`src/rtl/bcd_to_bin_if.sv`:
```
// Handshake/result bundle for the sequential BCD-to-binary decoder.
// The master drives the request and the slave returns status and result.
interface bcd_to_bin_if #(
    parameter int NDIG  = 3,
    parameter int MAG_W = 10
);
    logic                  START;
    logic [4*NDIG-1:0]     BCD_IN;
    logic                  SIGN_IN;
    logic                  BUSY;
    logic                  DONE;
    logic [MAG_W:0]        BIN_OUT;
    logic                  ERR;
    logic                  OVF;

    modport master (
        output START, BCD_IN, SIGN_IN,
        input  BUSY, DONE, BIN_OUT, ERR, OVF
    );

    modport slave (
        input  START, BCD_IN, SIGN_IN,
        output BUSY, DONE, BIN_OUT, ERR, OVF
    );
endinterface

```
`src/rtl/bcd_to_bin_seq.sv`:
```
// Signed BCD to two's-complement decoder, one digit per cycle, MSD first.
// Optional macro BCD2BIN_SAT9_EN clamps the result to -256..+255 and flags OVF.
module bcd_to_bin_seq #(
    parameter int NDIG  = 3,
    parameter int MAG_W = 10
) (
    input  logic         CLK,
    input  logic         RST,
    bcd_to_bin_if.slave  bus
);
    localparam int BIN_W = MAG_W + 1;
    localparam int CNT_W = $clog2(NDIG + 1);
    localparam int SR_W  = 4 * NDIG;

    typedef enum logic [1:0] {IDLE, CONV, FINAL} state_t;

    state_t             state_q, state_d;
    logic [SR_W-1:0]    sreg_q, sreg_d;
    logic               sign_q, sign_d;
    logic               inv_q, inv_d;
    logic [MAG_W-1:0]   acc_q, acc_d;
    logic [CNT_W-1:0]   cnt_q, cnt_d;
    logic               busy_q, busy_d;
    logic               done_q, done_d;
    logic [BIN_W-1:0]   bin_q, bin_d;
    logic               err_q, err_d;
    logic               ovf_q, ovf_d;

    logic [NDIG-1:0]    nib_bad;
    logic [BIN_W-1:0]   mag_ext;
    logic [BIN_W-1:0]   signed_res;

    genvar gi;
    generate
        for (gi = 0; gi < NDIG; gi++) begin : g_nib_chk
            assign nib_bad[gi] = (bus.BCD_IN[4*gi +: 4] > 4'd9);
        end
    endgenerate

    // Zero magnitude negates to zero, so no negative zero can appear.
    assign mag_ext    = {1'b0, acc_q};
    assign signed_res = sign_q ? (~mag_ext + 1'b1) : mag_ext;

`ifdef BCD2BIN_SAT9_EN
    localparam logic [BIN_W-1:0] SAT_MIN = BIN_W'(-32'sd256);
    localparam logic [BIN_W-1:0] SAT_MAX = BIN_W'(32'sd255);
    logic [31:0] acc_wide;
    assign acc_wide = 32'(acc_q);
`endif

    always_comb begin
        state_d = state_q;
        sreg_d  = sreg_q;
        sign_d  = sign_q;
        inv_d   = inv_q;
        acc_d   = acc_q;
        cnt_d   = cnt_q;
        busy_d  = busy_q;
        done_d  = 1'b0;
        bin_d   = bin_q;
        err_d   = err_q;
        ovf_d   = ovf_q;
        case (state_q)
            IDLE: begin
                if (bus.START) begin
                    sreg_d  = bus.BCD_IN;
                    sign_d  = bus.SIGN_IN;
                    inv_d   = |nib_bad;
                    acc_d   = '0;
                    cnt_d   = '0;
                    busy_d  = 1'b1;
                    state_d = CONV;
                end
            end
            CONV: begin
                // acc*10 as acc*8 + acc*2; cannot wrap given 2^MAG_W > 10^NDIG-1
                acc_d  = (acc_q << 3) + (acc_q << 1) + MAG_W'(sreg_q[SR_W-1 -: 4]);
                sreg_d = sreg_q << 4;
                cnt_d  = cnt_q + 1'b1;
                if (cnt_q == CNT_W'(NDIG - 1)) begin
                    state_d = FINAL;
                end
            end
            FINAL: begin
                done_d  = 1'b1;
                busy_d  = 1'b0;
                state_d = IDLE;
                if (inv_q) begin
                    bin_d = '0;
                    err_d = 1'b1;
                    ovf_d = 1'b0;
                end else begin
                    err_d = 1'b0;
`ifdef BCD2BIN_SAT9_EN
                    if (sign_q && (acc_wide > 32'd256)) begin
                        bin_d = SAT_MIN;
                        ovf_d = 1'b1;
                    end else if (!sign_q && (acc_wide > 32'd255)) begin
                        bin_d = SAT_MAX;
                        ovf_d = 1'b1;
                    end else begin
                        bin_d = signed_res;
                        ovf_d = 1'b0;
                    end
`else
                    bin_d = signed_res;
                    ovf_d = 1'b0;
`endif
                end
            end
            default: begin
                state_d = IDLE;
                busy_d  = 1'b0;
            end
        endcase
    end

    always_ff @(posedge CLK) begin
        if (RST) begin
            state_q <= IDLE;
            sreg_q  <= '0;
            sign_q  <= 1'b0;
            inv_q   <= 1'b0;
            acc_q   <= '0;
            cnt_q   <= '0;
            busy_q  <= 1'b0;
            done_q  <= 1'b0;
            bin_q   <= '0;
            err_q   <= 1'b0;
            ovf_q   <= 1'b0;
        end else begin
            state_q <= state_d;
            sreg_q  <= sreg_d;
            sign_q  <= sign_d;
            inv_q   <= inv_d;
            acc_q   <= acc_d;
            cnt_q   <= cnt_d;
            busy_q  <= busy_d;
            done_q  <= done_d;
            bin_q   <= bin_d;
            err_q   <= err_d;
            ovf_q   <= ovf_d;
        end
    end

    assign bus.BUSY    = busy_q;
    assign bus.DONE    = done_q;
    assign bus.BIN_OUT = bin_q;
    assign bus.ERR     = err_q;
    assign bus.OVF     = ovf_q;
endmodule

```
`src/flat_wrapper.sv`:
```
// flat-port wrapper written by rule: the top's interface ports become plain ports
module bcd_to_bin_seq_flat 
#(
    parameter int NDIG  = 3,
    parameter int MAG_W = 10
)
  (CLK, RST, bus_START, bus_BCD_IN, bus_SIGN_IN, bus_BUSY, bus_DONE, bus_BIN_OUT, bus_ERR, bus_OVF);
  bcd_to_bin_if #(.NDIG(NDIG), .MAG_W(MAG_W)) bus_i ();
  input  logic CLK;
  input  logic RST;
  input wire logic [$bits(bus_i.START)-1:0] bus_START;
  input wire logic [$bits(bus_i.BCD_IN)-1:0] bus_BCD_IN;
  input wire logic [$bits(bus_i.SIGN_IN)-1:0] bus_SIGN_IN;
  output wire logic [$bits(bus_i.BUSY)-1:0] bus_BUSY;
  output wire logic [$bits(bus_i.DONE)-1:0] bus_DONE;
  output wire logic [$bits(bus_i.BIN_OUT)-1:0] bus_BIN_OUT;
  output wire logic [$bits(bus_i.ERR)-1:0] bus_ERR;
  output wire logic [$bits(bus_i.OVF)-1:0] bus_OVF;
  assign bus_i.START = bus_START;
  assign bus_i.BCD_IN = bus_BCD_IN;
  assign bus_i.SIGN_IN = bus_SIGN_IN;
  assign bus_BUSY = bus_i.BUSY;
  assign bus_DONE = bus_i.DONE;
  assign bus_BIN_OUT = bus_i.BIN_OUT;
  assign bus_ERR = bus_i.ERR;
  assign bus_OVF = bus_i.OVF;
  bcd_to_bin_seq #(.NDIG(NDIG), .MAG_W(MAG_W)) u_core (.CLK(CLK), .RST(RST), .bus(bus_i));
endmodule
```
`config.mk`:
```
export PLATFORM = sky130hd
export DESIGN_NAME = bcd_to_bin_seq_flat
export DESIGN_NICKNAME = d
export VERILOG_FILES = /design/src/rtl/bcd_to_bin_if.sv /design/src/rtl/bcd_to_bin_seq.sv /design/src/flat_wrapper.sv
export SDC_FILE = /design/constraint.sdc
export NUM_CORES = 1
export LEC_CHECK = 0
export BUFFER_PORTS_ARGS = -buffer_cell sky130_fd_sc_hd__buf_2
export CAP_MARGIN = 20
export CORE_MARGIN = 1.5
export CORE_UTILIZATION = 30
export CTS_BUF_LIST = sky130_fd_sc_hd__clkbuf_4
export DETAILED_ROUTE_END_ITERATION = 6
export PLACE_DENSITY = 0.44
export SYNTH_ARGS = -nofsm -noshare
export SYNTH_HDL_FRONTEND = slang
export SYNTH_SLANG_ARGS = --single-unit
```
`constraint.sdc`:
```
create_clock -name CLK -period 6.91 [get_ports CLK]
set_input_delay 0.3455 -clock CLK [delete_from_list [all_inputs] [get_ports CLK]]
set_output_delay 0.3455 -clock CLK [all_outputs]
set_load 0.02 [all_outputs]
```
==> results by stage, run 1 <==
Logic synthesis:
- Yosys mapped the design onto 42 distinct sky130hd cell types.
- In the synthesized netlist the dominant register cell turns out to be sky130_fd_sc_hd__dfxtp_1.
- The number of nets in the synthesized netlist is 280.
- Of the total synthesized cell area, the portion taken by AND, OR, NAND and NOR gates is 0.170.
- The adder-cell area share of the yosys netlist is 0.110.
- The share of the yosys chip area belonging to registers is 0.385.
- The Yosys step of the flow raised 0 warnings.
- Ranked by total cell area, the synthesized netlist is headed by sky130_fd_sc_hd__dfxtp_1 39%, sky130_fd_sc_hd__ha_1 9.2%, sky130_fd_sc_hd__nor2_1 6.4%.
- The share of synthesized area in the top cell type comes to 0.385.
- The multiplexer share of the synthesized area is 0.00458.
- The combinational family with the most area after synthesis is compound AO/OA/AOI/OAI gates.
- The cell taking the most area after synthesis is sky130_fd_sc_hd__dfxtp_1.
- A synthesized cell averages 8.88 um^2.
- The gate count of the mapped netlist is 246.
- The share of the synthesized area in compound gates (AO/OA/AOI/OAI) came to 0.206.
- The synthesized design contains 42 register bits.
- The post-synthesis instance area is ~2200 um^2.
- The fraction of synthesized cell area in xor and xnor cells is 0.0642.
- In this run, synthesis inferred 0 flip-flops with an integrated enable.
- The share of synthesized flip-flops with an asynchronous set or reset is 0.

Floorplan:
- The I/O pin count is 31.
- The vertical die dimension is a little under 90 um.
- The initial utilization of the core area, before any placement, comes to 0.316.
- The floorplan has 30 rows.
- The die covers 7800 um^2.
- The total area inside the core boundary comes to 6910 um^2.
- The die is roughly 88 um wide.

Global route:
- The initial antenna violation count is 0.
- The number of global-route vias before repair is 1,671.
- In the global route stage, overall resource usage came out at 0.141.
- After global routing the overflow that remains totals 0.
- The first global-routing pass estimated 8500 um of wire.
- The maximum number of pins on one net before global-route repair is 37.

Timing:
- Setup repair after global routing left no endpoint under its margin.
- Static timing analysis puts the maximum clock frequency at slightly above 400 MHz.
- The setup total negative slack is 0 ns.
- The count of endpoints failing hold in the final timing report is 0.
- The final setup violation count is 0.
- After layout, the minimum clock period comes to 2.45 ns.
- At the pin with the least slew margin, the transition time is 0.833 ns.
- The number of pins with negative max-slew slack in the final report was 0.
- The relative max-transition margin is 0.443.
- Dividing the final minimum period by the clock period gives 0.354.
- The worst clock skew is 0.00643 ns.

Cells and area:
- Relative to the synthesized area, the layout overhead comes to 12.0%.
- The total inserted antenna cells is 0.
- The count of fill cells added during filler insertion is 754.
- Once layout is complete, the utilization of the core stands at 0.354.
- Registers take 841 um^2.
- The final layout contains 305 nets.
- Leaving out fill and tap cells, the most frequent cell in the layout is sky130_fd_sc_hd__dfxtp_1.
- The library cells used most frequently in the layout, excluding fill and tap cells, are 42 x sky130_fd_sc_hd__dfxtp_1, 37 x sky130_fd_sc_hd__nor2_1, 29 x sky130_fd_sc_hd__buf_2, 27 x sky130_fd_sc_hd__nand2_1, 16 x sky130_fd_sc_hd__ha_1.
- Of the cells placed in the final design, the portion with a size suffix greater than 1 is 0.162.
- The multi-input combinational cells in the finished layout cover a total of approximately 1200 um^2.

Worst setup path:
- The worst setup path is launched from a flip-flop.
- Across all register-to-register paths, the minimum setup slack is 4.46 ns.
- Along the worst path, the maximum fanout reaches 6.
- The data arrival time of the critical path is 2.71 ns.
- The worst setup path is captured at a flip-flop.
- The setup path with the least slack is of type flip-flop to flip-flop.
- At the worst endpoint, the required time is 7.18 ns.

Clock network:
- The number of H-tree levels is 2.
- CTS saw 42 sinks.
- The count of buffers added by post-CTS timing repair for setup is 0.
- In this run, post-CTS hold repair placed 0 buffers.
- The number of clock buffers inserted by TritonCTS is 5.
- The clock-pin slew reported for the worst setup and hold paths after clock tree synthesis is 0.13 ns.
- The clock reaches the later pin of the worst-skew pair after between 0.3 and 0.4 ns.
- The cell at the root of the clock tree is sky130_fd_sc_hd__clkbuf_4.
- In this run the deepest clock path goes through 2 buffers.
- TritonCTS built the clock tree.
- The number of instances resized during post-cts repair is 0.

Job:
- The max-capacitance violation count is 0.

Pwr:
- The leakage power total is 1.07 nW.
- The power consumption is approximately 0.5 mW.
- Power spread over the standard cell area amounts to ~200 nW/um^2.
- The worst-case IR drop observed on VDD is 68.7 uV.

Placement:
- In this run the tool buffered the top-level ports with 29 buffer cells.
- The detailed placer's ending HPWL is roughly 3600 um.
- Routability-driven placement finished with a final weighted congestion of around 0.8.

Routing:
- The first detailed-routing pass took 4 iterations.
- The per-cell routed wire length is 13.2 um.
- The number of design-rule violations left by the first detailed-router iteration is 93.
- Once detail routing completed, the nets flagged for antenna violations numbered 0.
- The post-route DRC violation count is 0.
- Summing over every cut layer, the via total after detailed routing is 1,763.
- The detailed-route wire length is 4860 um.
- Using the TritonRoute via totals, the vias-per-cell ratio works out to ~4.8.

Min path:
- The class of the tightest hold or removal check is input port to flip-flop.

Outcome:
- The flow ran to the end, and the final reports show no timing, DRC or antenna violations.
-- final cells by class --
| class | count | share of cell area |
|---|---|---|
| tap | 96 | 0.0491 |
| clock buffer | 6 | 0.0184 |
| clock inverter | 2 | 0.0154 |
| timing repair buffer | 29 | 0.0594 |
| multi-input combinational | 182 | 0.497 |
| sequential | 42 | 0.344 |
| inverter | 11 | 0.0169 |
-- metrics by stage --
step           hold slack (ns)  cells  instance area, um^2  worst slack [ns]
5_1_grt                  0.201    368                 2440              4.24
4_1_cts                  0.194    368                 2440              4.45
6_report                 0.208    368                 2440              4.46
3_3_place_gp             0.438    360                 2360              4.51
2_1_floorplan            0.429    246                 2180              4.66
3_5_place_dp             0.445    360                 2360              4.47
-- routing by layer --
layer / GRT usage / routed length, um / share of wire
met5: 0 / 0 / 0
met4: 0.0469 / 87 / 0.018
met3: 0.0336 / 177 / 0.036
met2: 0.218 / 2190 / 0.45
met1: 0.194 / 2400 / 0.49
-- synthesized netlist by cell type, types with 2 or more instances --
cell and instances:
sky130_fd_sc_hd__dfxtp_1 42, sky130_fd_sc_hd__nor2_1 37, sky130_fd_sc_hd__nand2_1 27, sky130_fd_sc_hd__ha_1 16
sky130_fd_sc_hd__a21oi_1 15, sky130_fd_sc_hd__inv_1 11, sky130_fd_sc_hd__o21ai_0 10, sky130_fd_sc_hd__a22oi_1 9
sky130_fd_sc_hd__a311oi_1 8, sky130_fd_sc_hd__xnor2_1 8, sky130_fd_sc_hd__xor2_1 8, sky130_fd_sc_hd__a22o_1 7
sky130_fd_sc_hd__or3_1 5, sky130_fd_sc_hd__nor3_1 4, sky130_fd_sc_hd__a211oi_1 3, sky130_fd_sc_hd__buf_6 3
sky130_fd_sc_hd__clkbuf_1 3, sky130_fd_sc_hd__buf_4 2, sky130_fd_sc_hd__fa_1 2, sky130_fd_sc_hd__nand3_1 2
sky130_fd_sc_hd__o31ai_1 2, sky130_fd_sc_hd__o41ai_2 2
-- cells by family (layout without fill, tap and decap cells) --
family                   count (synthesis)  in the layout
flip-flops                              42             42
multiplexers                             1              1
AND/OR/NAND/NOR                         84             84
other                                    1              1
AO/OA/AOI/OAI                           62             62
XOR/XNOR                                16             16
adder cells (fa/ha/maj)                 18             18
buffers and inverters                   22             48
-- sequential cells by signal, summed over array words and instances (netlist names) --
signal / count
u_core.bus.BUSY: 1
u_core.cnt_q: 2
u_core.bus.ERR: 1
u_core.sign_q: 1
u_core.bus.BIN_OUT: 11
u_core.bus.DONE: 1
u_core.acc_q: 10
u_core.state_q: 2
u_core.sreg_q: 12
u_core.inv_q: 1
-- report_power, final --
group | total (mW) | switching (mW) | internal [mW]
Sequential | 0.263 | 0.0101 | 0.252
Combinational | 0.0607 | 0.0370 | 0.0238
Clock | 0.165 | 0.0851 | 0.0803
-- critical path, stage by stage (launching register included) --
cell	delay (ns)
sky130_fd_sc_hd__dfxtp_1	0.46
sky130_fd_sc_hd__inv_1	0.12
sky130_fd_sc_hd__fa_1	0.51
sky130_fd_sc_hd__inv_1	0.06
sky130_fd_sc_hd__fa_1	0.45
sky130_fd_sc_hd__a21oi_1	0.20
sky130_fd_sc_hd__o21ai_0	0.11
sky130_fd_sc_hd__a21oi_1	0.18
sky130_fd_sc_hd__xnor2_1	0.08
sky130_fd_sc_hd__a22o_1	0.17
-- path summary, 6_finish.rpt --
kind | from | endpoint | cells past startpoint
setup reg to reg | u_core.acc_q[2] | u_core.acc_q[8] | 9
hold / removal | bus_SIGN_IN | u_core.sign_q | 3
hold reg to reg | u_core.bus.BIN_OUT[9] | u_core.bus.BIN_OUT[9] | 2
setup / recovery | u_core.acc_q[2] | u_core.acc_q[8] | 9
Power figures use the tool's default switching activity.
==> inputs of run 2 (changes only) <==
==> constraint.sdc (replaced) <==
create_clock -name CLK -period 2.5 [get_ports CLK]
set_input_delay 0.125 -clock CLK [delete_from_list [all_inputs] [get_ports CLK]]
set_output_delay 0.125 -clock CLK [all_outputs]
set_load 0.02 [all_outputs]
==> run 2 against run 1 <==
Against the previous run:
- fmax up 4.7%
- clock skew up 0.0054 ns
- clock-buffer cell count unchanged
- flip-flop and latch count unchanged
- sequential share of layout area down 1.7 points
- wire length up 1.2%
- critical path depth unchanged
- die area unchanged
- critical endpoint unchanged
- largest power group unchanged
==> results by stage, run 2 (synthesized netlist as in run 1, its figures left out) <==
Clock network:
- TritonCTS built the clock tree.
- For the worst-skew pair, the clock arrives at the later sink with an insertion delay of 0.35 ns.
- The clock drives 42 sinks.
- The clock-pin slew reported for the worst setup and hold paths after clock tree synthesis is 0.14 ns.
- No sink is reached through more buffers than the 2 on the longest clock path.
- Clock tree synthesis selected as its root buffer the cell sky130_fd_sc_hd__clkbuf_4.
- The number of clock buffers inserted by TritonCTS is 5.
- The H-tree was split into 2 levels.
- Once the clock tree was built, the setup fixing pass inserted 0 buffers.

Worst setup path:
- The startpoint identified for the worst register-to-register timing path is u_core.acc_q[0].
- Data on the critical path is required at its endpoint by 2.75 ns.
- The critical path goes through inv_1, fa_1, inv_1, fa_1, a21oi_1, o21ai_0, a21oi_1, xnor2_1, a22o_1.
- The worst setup path is captured at a flip-flop.
- The standard cell with the maximum stage delay on the critical path is sky130_fd_sc_hd__fa_1.
- The reg2reg setup slack is 0.16 ns.
- The maximum fanout count along the critical path is 3.
- The element type at the critical path start is a flip-flop.
- The worst setup path is of the flip-flop to flip-flop kind.
- The highest cell delay on the worst timing path is 0.54 ns.
- At the worst endpoint, the arrival time is 2.59 ns.
- In this run the critical register-to-register path is captured at u_core.acc_q[8].
- Counting cells, the worst reg-to-reg path comes to 9.

Routing:
- The length of the first detailed-routing pass in iterations is 4.
- The detailed-route wire length is 4910 um.
- The count of vias placed by the detailed router is 1,804.
- The detailed router finished its first iteration with 80 violations.
- The detail-routed via count per cell is 4.71.
- In the final routed layout, each cell accounts on average for 12.8 um.
- For this run, design rule violations remaining after detail routing come to 0.
- Once detail routing completed, the nets flagged for antenna violations numbered 0.

Pwr:
- The leakage power total is roughly 1.1 nW.
- The power density normalized to cell area is 531 nW/um^2.
- Of the total power, the share spent switching nets is 0.269.
- The analysis attributes to net switching a power of between 0.3 and 0.4 mW.
- The worst-case vdd ir drop is ~240 uV.
- The relative contribution of the clock network to total power is 0.332.
- The share of total power dissipated in sequential elements is 0.528.
- The cell-internal power is 1.00 mW.
- Of the total power, combinational logic draws 0.140.

Global route:
- The number of global-route vias before repair is 1,691.
- Global routing finished with a remaining overflow of 0.
- The global-route usage over all layers is 0.138.
- Entering global routing, the biggest net connects 28 pins.
- The wire length of the first global-routing pass is 8260 um.
- The initial antenna violation count is 0.

Floorplan:
- The core box area is 6910 um^2.
- The I/O pin count is 31.
- The vertical die dimension is 88.3 um.
- The die outline area is 7800 um^2.
- The die outline width is 88.3 um.
- The initialized floorplan defines 30 standard-cell rows.
- The starting utilization of the core area is 0.316.

Placement:
- Input and output buffers added on the ports amount to 29.
- At the end of routability-driven placement, the weighted congestion stood at around 0.8.
- Detailed placement ended at an HPWL of 3730 um.
- At the placement stage, the worst setup path has a slack of 0.183 ns.
- The post-place instance area is 2440 um^2.

Min path:
- The class of the tightest hold or removal check is input port to flip-flop.
- The worst hold path endpoint is u_core.sreg_q[3].
- The cell depth of the worst hold path is 3.
- The worst hold path begins at bus_BCD_IN[3].

Cells and area:
- 0 antenna diodes ended up in the layout.
- The final instance area is between 2000 and 3000 um^2.
- The register with the most flip-flops in the final layout is u_core.sreg_q.
- For this run, the post-layout net count is 320.
- The leading cell type in the layout, fill and taps excluded is sky130_fd_sc_hd__dfxtp_1.
- In the final layout, the share of cells above drive strength 1 is 0.195.
- The register with the most flip-flops in the layout has 12 of them.
- The area growth from synthesis to layout is 17.8%.
- In the layout the commonest cells are 42 x sky130_fd_sc_hd__dfxtp_1, 37 x sky130_fd_sc_hd__nor2_1, 29 x sky130_fd_sc_hd__buf_2, 27 x sky130_fd_sc_hd__nand2_1, 16 x sky130_fd_sc_hd__ha_1.
- For this run, the share of the core covered by cells in the final layout is 0.372.

Timing:
- Final hold analysis gives a worst-case slack of 0.0193 ns.
- The worst path needs 2.34 ns of the cycle, external delays included.
- After routing, the total negative slack on setup checks comes to 0 ns.
- Setup repair after global routing left no endpoint under its margin.
- The highest clock frequency the design can meet is 428 MHz.
- In the finished design, the share of the clock period the worst path needs comes to 0.936.
- The number of pins with negative max-slew slack in the final report was 0.
- After layout, the worst setup slack is 0.161 ns.
- At the pin with the least slew margin, the transition time is 0.666 ns.
- The count of endpoints failing hold in the final timing report is 0.
- Across the routed clock network, the largest skew measured is around 0.012 ns.
- The final setup violation count is 0.
- The relative max-transition margin is 0.554.

Job:
- The max-capacitance violation count is 0.

Outcome:
- The run finished with clean final reports.
==> run 2: worst max-delay path by stage <==
| stage | slack, ns | startpoint | end | depth (start not counted) |
|---|---|---|---|---|
| 4_1_cts | 0.15 | u_core.acc_q[0] | u_core.acc_q[8] | 9 |
| 6_report | 0.16 | u_core.acc_q[0] | u_core.acc_q[8] | 9 |
| 2_1_floorplan | 0.25 | u_core.acc_q[0] | u_core.acc_q[9] | 9 |
| 3_3_place_gp | 0.19 | u_core.acc_q[0] | u_core.acc_q[8] | 9 |
| 3_5_place_dp | 0.18 | u_core.acc_q[0] | u_core.acc_q[9] | 9 |
| 5_1_grt | 0.03 | u_core.acc_q[0] | u_core.acc_q[8] | 9 |
==> run 2: critical path: cells and delay by family (launching register included) <==
kind,cells,cell delay [ns]
adder cells (fa/ha/maj),2,1.00
flip-flops,1,0.35
buffers and inverters,2,0.15
AO/OA/AOI/OAI,4,0.68
XOR/XNOR,1,0.08
==> run 2: final cells by class <==
class | count | area (um^2)
fillers | 763 | 4330
repair buffers | 44 | 268
flip-flops and latches | 42 | 841
clock inverters | 2 | 37.5
multi-input cells | 182 | 1220
clock buffers | 6 | 45.0
inverters | 11 | 41.3
well taps | 96 | 120
==> run 2: layer usage <==
| layer | up-vias | wire length (um) | track usage |
|---|---|---|---|
| li1 | 947 | - | - |
| met5 | - | 0 | 0 |
| met1 | 820 | 2450 | 0.183 |
| met2 | 32 | 2240 | 0.224 |
| met3 | 5 | 171 | 0.0299 |
| met4 | 0 | 46 | 0.0426 |
==> run 2: timing repair <==
action	in CTS	in global routing
hold buffers	4	0
resized for setup	0	1
setup endpoints to repair	0	1
endpoints found under the hold margin	4	0
==> run 2: power groups by stage <==
stage / Sequential [mW] / Combinational, mW / Clock, mW
floorplan: 0.732 / 0.134 / 0
global placement: 0.737 / 0.189 / 0
detailed placement: 0.738 / 0.187 / 0
CTS: 0.723 / 0.193 / 0.477
global route: 0.728 / 0.218 / 0.508
finish: 0.722 / 0.191 / 0.454
==> run 2: per-stage QoR <==
| stage | cells | total power [mW] |
|---|---|---|
| after floorplan | 246 | 0.866 |
| after global placement | 371 | 0.927 |
| after detailed placement | 371 | 0.925 |
| after CTS | 383 | 1.39 |
| after global routing | 383 | 1.45 |
| final | 383 | 1.37 |
==> inputs of run 3 (changes only) <==
--- a/config.mk
+++ b/config.mk
@@ -7,11 +7,13 @@
 export LEC_CHECK = 0
 export BUFFER_PORTS_ARGS = -buffer_cell sky130_fd_sc_hd__buf_2
 export CAP_MARGIN = 20
+export CELL_PAD_IN_SITES_DETAIL_PLACEMENT = 0
+export CELL_PAD_IN_SITES_GLOBAL_PLACEMENT = 1
 export CORE_MARGIN = 1.5
 export CORE_UTILIZATION = 30
 export CTS_BUF_LIST = sky130_fd_sc_hd__clkbuf_4
 export DETAILED_ROUTE_END_ITERATION = 6
-export PLACE_DENSITY = 0.44
+export PLACE_DENSITY = 0.56
 export SYNTH_ARGS = -nofsm -noshare
 export SYNTH_HDL_FRONTEND = slang
 export SYNTH_SLANG_ARGS = --single-unit
==> run 3 against run 2 <==
Against the previous run:
- sequential share of layout area increased by 0.73 points
- register-to-register slack improved by 0.03 ns
- cell area shrank 2.2%
- sequential power about the same
- largest power group unchanged
- flip-flop and latch count stayed put
- total power fell by 8.7%
- die area did not move
- critical endpoint unchanged
==> results by stage, run 3 (synthesized netlist as in run 1, its figures left out) <==
Timing:
- The worst setup margin is roughly 0.19 ns.
- The relative max-transition margin is 0.522.
- For the finished layout, the period the worst path requires is 2.31 ns.
- Setup repair after global routing left no endpoint under its margin.
- The count of endpoints failing hold in the final timing report came to 0.
- Setup violations remaining at the end of the flow were counted as 0.
- The post-route clock period utilization is 0.923.
- Based on the critical path, the design can be clocked at up to around 430 MHz.
- Adding up every negative setup slack in the final design gives 0 ns.
- The number of pins with negative max-slew slack in the final report was 0.
- Between clock sinks in the finished design, the worst skew comes to 0.00550 ns.
- The transition time of the tightest slew-check pin is around 0.71 ns.

Worst setup path:
- The critical path is of the flip-flop to flip-flop type.
- In this run the register-to-register setup slack is 0.19 ns.
- The data arrival time of the critical path is 2.56 ns.
- In this run the worst setup path begins at u_core.acc_q[0].
- The beginning of the worst register-to-register path is u_core.acc_q[0].
- The kind of end point of the critical path is a flip-flop.
- The worst setup path is launched from a flip-flop.
- The count of cells along the worst register-to-register path is 9.
- Following the worst setup path forward leads to its endpoint at u_core.acc_q[8].
- For the worst setup path, the data required time is roughly 2.8 ns.
- Along the worst path, the maximum fanout reaches 3.
- The endpoint of the most critical register-to-register path is u_core.acc_q[8].

Cells and area:
- With fillers left out, the area of the finished cells amounts to roughly 2500 um^2.
- Leaving out fill and tap cells, the most frequent cells in the layout are 42 x sky130_fd_sc_hd__dfxtp_1, 37 x sky130_fd_sc_hd__nor2_1, 29 x sky130_fd_sc_hd__buf_2, 27 x sky130_fd_sc_hd__nand2_1, 16 x sky130_fd_sc_hd__ha_1.
- The library cell used most frequently in the layout, excluding fill and tap cells, is sky130_fd_sc_hd__dfxtp_1.
- At the end of the flow, the number of nets in the layout was between 300 and 400.
- The total inserted antenna cells is 0.
- More flip-flops sit in one register than any other, and that register is u_core.sreg_q.
- In the final layout, the share of cells above drive strength 1 is 0.198.
- The area occupied by registers is ~840 um^2.
- The flip-flop count of the largest register, all copies and words added is 12.
- The multi-input combinational cells in the finished layout cover a total of between 1000 and 1500 um^2.
- Compared with the post-synthesis result, the final layout area differs by 15.2%.
- The filler cells instantiated in the layout total 755.

Clock network:
- The cell at the root of the clock tree is sky130_fd_sc_hd__clkbuf_4.
- The buffer levels on the longest clock path is 2.
- The later-pin clock latency in the skew report is approximately 0.34 ns.
- The clock tree synthesis step divided the H-tree into 2 levels.
- The number of clock buffers inserted by TritonCTS is 5.
- Clock tree synthesis found a total of 42 sinks.
- After clock tree synthesis, the clock-pin slew on the worst setup and hold paths is 0.12 ns.
- TritonCTS built the clock tree.

Floorplan:
- 31 I/O pins were placed.
- The floorplan step defined a core boundary enclosing roughly 7000 um^2.
- For this configuration, the core starts out at a cell density of 0.316.
- The number of standard-cell rows in the floorplan is 30.
- The die covers 7800 um^2.
- The die outline width is 88.3 um.
- The vertical die dimension is 88.3 um.

Placement:
- The pre-CTS worst setup slack is 0.156 ns.
- Routability-driven placement finished with a final weighted congestion of ~0.8.
- The wire-length estimate of the detail-placed layout is 3910 um.
- The post-place instance area is around 2400 um^2.
- Buffers placed on the I/O ports in this run total 29.

Routing:
- The detail-routed via count per cell is 4.78.
- In the routed design, unresolved DRC markers number 0.
- The per-cell routed wire length is 13.4 um.
- The first routing iteration left roughly 90 violations.
- The count of vias placed by the detailed router is 1,812.
- The length of the first detailed-routing pass in iterations is 4.
- The detailed-route wire length is 5070 um.
- Once detail routing completed, the nets flagged for antenna violations numbered 0.

Global route:
- The initial antenna violation count is 0.
- The maximum number of pins on one net before global-route repair is 30.
- In the global route stage, overall resource usage came out at 0.144.
- The number of global-route vias before repair is approximately 1,700.
- For this run the aggregate overflow at the end of global routing stands at 0.
- The first global-routing pass estimated 8530 um of wire.

Pwr:
- The relative contribution of the clock network to total power is 0.271.
- The switching power summed over all nets is approximately 0.35 mW.
- Summed over all cells, the static leakage comes to ~1.1 nW.
- The worst-case vdd ir drop is roughly 170 uV.
- The cell-internal power is 0.902 mW.
- Summing internal, switching and leakage power gives 1.25 mW.
- The power density normalized to cell area is 496 nW/um^2.
- The share of total power consumed by net switching is 0.277.
- The share of total power dissipated in sequential elements is 0.579.
- Of the total power, combinational logic draws 0.151.

Min path:
- The worst hold path belongs to the class input port to flip-flop.

Job:
- Max-cap violations in this run came to 0.

Outcome:
- The flow ran to the end, and the final reports show no timing, DRC or antenna violations.
run 3: changes by cell type in the layout (fill, tap and decap cells not counted):
cell,delta
sky130_fd_sc_hd__dlygate4sd3_1,-3
sky130_fd_sc_hd__a21oi_1,-1
sky130_fd_sc_hd__a21oi_2,+1
sky130_fd_sc_hd__bufinv_16,-1
sky130_fd_sc_hd__clkbuf_4,+1
sky130_fd_sc_hd__clkinvlp_4,-1
run 3: worst min-delay path by stage:
stage / from / endpoint / slack (ns) / depth (start not counted)
2_1_floorplan: bus_SIGN_IN / u_core.sign_q / 0.26 / 2
3_3_place_gp: bus_SIGN_IN / u_core.sign_q / 0.37 / 3
3_5_place_dp: bus_SIGN_IN / u_core.sign_q / 0.37 / 3
4_1_cts: bus_SIGN_IN / u_core.sign_q / 0.003 / 3
5_1_grt: bus_BCD_IN[3] / u_core.sreg_q[3] / 0.008 / 3
6_report: bus_SIGN_IN / u_core.sign_q / 0.01 / 3
run 3: per-stage QoR:
stage / instances / util / hold slack (ns)
finish: 379 / 0.364 / 0.0101
global route: 379 / 0.364 / 0.00824
CTS: 379 / 0.363 / 0.00347
detailed placement: 371 / 0.354 / 0.370
global placement: 371 / 0.354 / 0.368
floorplan: 246 / - / 0.264
run 3: cell type report:
cell class	count	share of cell area
timing repair buffer	41	0.0945
multi-input combinational	182	0.486
clock buffer	7	0.0209
sequential	42	0.334
tap	96	0.0477
inverter	11	0.0164
run 3: timing repair:
action,4_1_cts,5_1_grt
endpoints found under the setup margin,0,2
gates resized for setup,0,2
buffers inserted,0,0
hold buffers,1,0
endpoints found under the hold margin,1,0
run 3: power groups by stage:
stage          Clock [mW]  Combinational [mW]  Sequential [mW]
6_report            0.338               0.188            0.722
3_3_place_gp            0               0.191            0.738
3_5_place_dp            0               0.189            0.738
2_1_floorplan           0               0.134            0.732
5_1_grt             0.393               0.216            0.726
4_1_cts             0.359               0.190            0.723
run 3: critical path: stages (launching register included):
cell and delay [ns]:
sky130_fd_sc_hd__dfxtp_1 0.34, sky130_fd_sc_hd__inv_1 0.09, sky130_fd_sc_hd__fa_1 0.54, sky130_fd_sc_hd__inv_1 0.07, sky130_fd_sc_hd__fa_1 0.47, sky130_fd_sc_hd__a21oi_2 0.16
sky130_fd_sc_hd__o21ai_0 0.10, sky130_fd_sc_hd__a21oi_1 0.19, sky130_fd_sc_hd__xnor2_1 0.08, sky130_fd_sc_hd__a22o_1 0.17
run 3: routing by layer:
metal,share of wire,GRT usage
met1,0.49,0.183
met2,0.47,0.241
met3,0.029,0.0280
met4,0.020,0.0554
met5,0,0
